### src/rtl/layer2_scheduler.sv
// Layer-2 sequencer: walks the (hidden j, output i) MAC loop into the gSRAM accumulators,
// then runs each accumulator through the sigmoid and writes it to the activation slot.
module layer2_scheduler #(
  parameter int N_HID   = 10,
  parameter int N_OUT   = 10,
  parameter int SIG_LAT = 1
) (
  input  logic       clk_i,
  input  logic       reset_i,
  input  logic       start_i,
  output logic       busy_o,
  output logic       done_o,
  output logic [3:0] hid_addr_o,
  output logic [3:0] w2_addr_o,
  output logic       w2_next_o,
  output logic [3:0] g_row_o,
  output logic [3:0] g_col_o,
  output logic       g_we_o,
  output logic       g_mux_o,
  output logic       g_rd_zero_o,
  output logic       lut_sel_o
);

  typedef enum logic [2:0] {IDLE, MAC, SIG_RD, SIG_WR, DONE} state_t;

  localparam logic [3:0] J_LAST = 4'(N_HID - 1);
  localparam logic [3:0] I_LAST = 4'(N_OUT - 1);
  localparam logic [1:0] W_LAST = 2'(SIG_LAT - 1);

  state_t     state_q, state_d;
  logic [3:0] j_q, j_d;
  logic [3:0] i_q, i_d;
  logic [1:0] w_q, w_d;

  always_ff @(posedge clk_i) begin
    if (reset_i) begin
      state_q <= IDLE;
      j_q     <= '0;
      i_q     <= '0;
      w_q     <= '0;
    end else begin
      state_q <= state_d;
      j_q     <= j_d;
      i_q     <= i_d;
      w_q     <= w_d;
    end
  end

  always_comb begin
    state_d     = state_q;
    j_d         = j_q;
    i_d         = i_q;
    w_d         = w_q;
    busy_o      = 1'b0;
    done_o      = 1'b0;
    hid_addr_o  = '0;
    w2_addr_o   = '0;
    w2_next_o   = 1'b0;
    g_row_o     = '0;
    g_col_o     = '0;
    g_we_o      = 1'b0;
    g_mux_o     = 1'b0;
    g_rd_zero_o = 1'b0;
    lut_sel_o   = 1'b0;

    case (state_q)
      IDLE: begin
        if (start_i) begin
          state_d = MAC;
          j_d     = '0;
          i_d     = '0;
        end
      end

      // Same-address read-modify-write each cycle; the first hidden term ignores stale rdata.
      MAC: begin
        busy_o      = 1'b1;
        hid_addr_o  = j_q;
        w2_addr_o   = i_q;
        g_row_o     = i_q;
        g_we_o      = 1'b1;
        g_rd_zero_o = (j_q == 4'd0);
        w2_next_o   = (i_q == I_LAST);
        if (i_q == I_LAST) begin
          i_d = '0;
          if (j_q == J_LAST) begin
            state_d = SIG_RD;
            w_d     = '0;
          end else begin
            j_d = j_q + 4'd1;
          end
        end else begin
          i_d = i_q + 4'd1;
        end
      end

      SIG_RD: begin
        busy_o  = 1'b1;
        g_row_o = i_q;
        if (w_q == W_LAST) state_d = SIG_WR;
        else               w_d     = w_q + 2'd1;
      end

      SIG_WR: begin
        busy_o  = 1'b1;
        g_row_o = i_q;
        g_col_o = 4'd1;
        g_we_o  = 1'b1;
        g_mux_o = 1'b1;
        if (i_q == I_LAST) begin
          state_d = DONE;
        end else begin
          i_d     = i_q + 4'd1;
          w_d     = '0;
          state_d = SIG_RD;
        end
      end

      DONE: begin
        busy_o  = 1'b1;
        done_o  = 1'b1;
        state_d = IDLE;
      end

      default: state_d = IDLE;
    endcase
  end

endmodule

### config.mk
export PLATFORM = sky130hd
export DESIGN_NAME = layer2_scheduler
export DESIGN_NICKNAME = d
export VERILOG_FILES = /design/src/rtl/layer2_scheduler.sv
export SDC_FILE = /design/constraint.sdc
export NUM_CORES = 1
export LEC_CHECK = 0
export BUFFER_PORTS_ARGS = -buffer_cell sky130_fd_sc_hd__buf_2
export CORE_ASPECT_RATIO = 1.25
export CORE_MARGIN = 8
export CORE_UTILIZATION = 37
export DETAILED_ROUTE_END_ITERATION = 7
export GPL_TIMING_DRIVEN = 0
export PLACE_DENSITY = 0.58
export SYNTH_ARGS = -nofsm -noshare
export SYNTH_HDL_FRONTEND = slang
export SYNTH_SLANG_ARGS = --single-unit
### constraint.sdc
create_clock -name clk_i -period 5.36 [get_ports clk_i]
set_input_delay 1.072 -clock clk_i [delete_from_list [all_inputs] [get_ports clk_i]]
set_output_delay 1.072 -clock clk_i [all_outputs]
set_load 0.01 [all_outputs]
==> impl_metrics.ini <==
[run_status]
status = completed

[final_layout]
final_cells = 187
final_util_pct = 46.6
syn_to_final_growth_pct = 19.2
nets = 164
ff_latch_area_um2 = 260
diodes = 0
multi_input_area_um2 = 623
n_fill_cell = 284
drive_gt1_share_pct = 21.4

[yosys]
synth-main-ff-cell = dfxtp_1
ys_ff_latch = 13
synthArstFlopShare_pct = 0
synth_area_um2 = 958
yosys.cell_types.count = 37
synth.area.top_cells = dfxtp_1 (27%), ha_1 (7.8%), nor2_1 (7.0%)
yosys_warnings = 0
netlist_instances = 126
yosysSeqAreaShare_pct = 27.2
synth_edf_count = 0
synth_top_cell_by_area = dfxtp_1
synth_top_area_share_pct = 27.2
syn_area_per_cell_um2 = 7.61

[critical_path]
critPathRequiredTime_ps = 4290
critPathMaxFanout = 10
critPathSlowestCell = nor3_1
slowest_delay_ps = 700
ff2ff_path_depth = 6
worstSetupStartpointType = register
cp_num_cells = 5
rr_endpoint = i_q[3]
cp_num_buf_inv = 3
r2r_start = i_q[1]
path_class = reg -> out
path_delay_family = simple AND/OR/NAND/NOR gates
cp_cell_sequence = clkbuf_1 -> inv_1 -> nor3_1 -> and2_1 -> buf_2
endpoint_kind = primary output
arrival_ps = 2190
rrSetupSlack_ps = 3410

[clocking]
clock-sinks = 13
cts_tree = built
insertion_delay_ps = 280
cts.path.max_buffers = 2
cts_resized = 0
cts_root_buf = clkbuf_4
cts_made_buffers = 3
post_cts_buffers = 0
clkSlewWorstSetupHoldPaths_ps = 80
hold_buffers = 0
cts_htree_levels = 1

[grt]
grt_pass1_vias = 921
grt_pass1_wl_um = 4190
globalRouteOverflowTotal = 0
antenna_found_initial = 0
grt_max_degree = 11
grt_use_total_pct = 11.9

[die]
dieWidth_um = 61.5
start_util_pct = 39.1
die_area_um2 = 4490
core_region_area_um2 = 2450
ios = 26
rows = 20
die_h_um = 72.9

[placed_design]
place.gp.congestion = 0.814
hpwl_um = 1870
port_buffers = 21
dp.cells = 183

[drt]
viasPerCell = 5.14
remaining_drc_errors = 0
wl_um = 2450
postRouteAntennaNets = 0
wl_per_cell_um = 13.1
dr.pass1.iters = 4
drtIter0Drc = 17
route.vias.total = 962

[hold_path]
min_to = w_q[0]
worstHoldStart = w_q[0]
min_path_cells = 1
hp-class = reg -> reg

[timing]
tns_ps = 0
period_needed_ps = 3270
max_slew.worst_pin.slew_ps = 785
finalCritPeriodShare_pct = 60.9
drv_slew = 0
setup_viol = 0
slew_headroom_pct = 47.3
rsz0062_at_grt = no
finalClockSkew_ps = 0.753
clock.fmax_ghz = 0.306
final-hold-violation-count = 0

[pwr]
ir_worst_vdd_v = 0.0000930
p_per_area_nw_per_um2 = 180
leakage_nw = 0.503

[job]
drv_cap = 0
cells in the final DEF (no fill, tap or decap), drive strengths merged, types with 3 or more instances in the layout:
master  synthesis  routed
a211oi          3       3
a21oi           7       7
and2            9       9
buf             5      26
clkbuf          6      10
conb            1       4
dfxtp          13      13
ha              6       6
inv             7       7
nand2           4       4
nand2b          4       4
nand3           4       4
nor2           18      18
nor3            6       6
o21ai           5       5
xnor2           3       3
layer usage:
metal	up-vias	GRT usage, %	share of wire, %
met5	-	0	0
met4	0	4.57	1.5
met3	5	2.82	6.5
met2	24	20.4	53
met1	447	13.4	39
li1	486	-	-
registers in the layout, indices dropped and copies added, names as in the netlist:
name	flops
i_q	4
j_q	4
state_q	3
w_q	2
cells in the mapped netlist, types with 2 or more instances:
library cell	number
a21oi_1	7
inv_1	7
nand2_1	4
nor4_1	2
and2_1	9
dfxtp_1	13
nor2_1	18
nand3_1	4
o31ai_1	2
nor3_1	6
o21ai_0	5
a211oi_1	3
ha_1	6
xnor2_1	3
a311oi_1	2
nand2b_1	4
buf_4	5
clkbuf_1	6
nor4b_1	2
report_power, final:
group / internal (mW) / switching [mW]
Sequential: 0.0993 / 0.00295
Combinational: 0.0166 / 0.0246
Clock: 0.0289 / 0.0336
Total: 0.145 / 0.0612
cell type report:
type / count / area share [%]
Buffer: 11 / 5.26
Inverter: 7 / 2.30
Timing Repair Buffer: 21 / 9.20
Sequential cell: 13 / 22.8
Multi-Input combinational cell: 98 / 54.5
Tap cell: 33 / 3.61
Clock buffer: 4 / 2.30
through the flow:
stage                     setup slack (ps)  hold WS, ps  total power [mW]  instance area (µm²)
after detailed placement              2380          469             0.146                 1120
after global routing                  1940          532             0.220                 1140
final                                 2090          479             0.206                 1140
after CTS                             2070          487             0.208                 1140
after floorplan                       2740          437             0.134                  970
after global placement                2420          456             0.145                 1120
how the worst max path moves through the flow:
stage	from	endpoint
after global placement	state_q[0]	w2_addr_o[3]
after floorplan	state_q[0]	g_rd_zero_o
after CTS	state_q[0]	w2_addr_o[2]
after global routing	state_q[0]	w2_addr_o[3]
after detailed placement	state_q[0]	w2_addr_o[2]
final	state_q[0]	w2_addr_o[2]
logic make-up (layout without fill, tap and decap cells):
logic type               Yosys count  after routing  share of synthesized area, %
XOR/XNOR                           3              3                          2.74
AND/OR/NAND/NOR                   62             62                          37.3
flip-flops                        13             13                          27.2
AO/OA/AOI/OAI                     22             22                          14.5
adder cells (fa/ha/maj)            6              6                          7.83
other                              1              4                         0.391
multiplexers                       1              1                          1.04
buffers and inverters             18             43                          9.01
No activity file was read; power rests on OpenSTA's default activity.
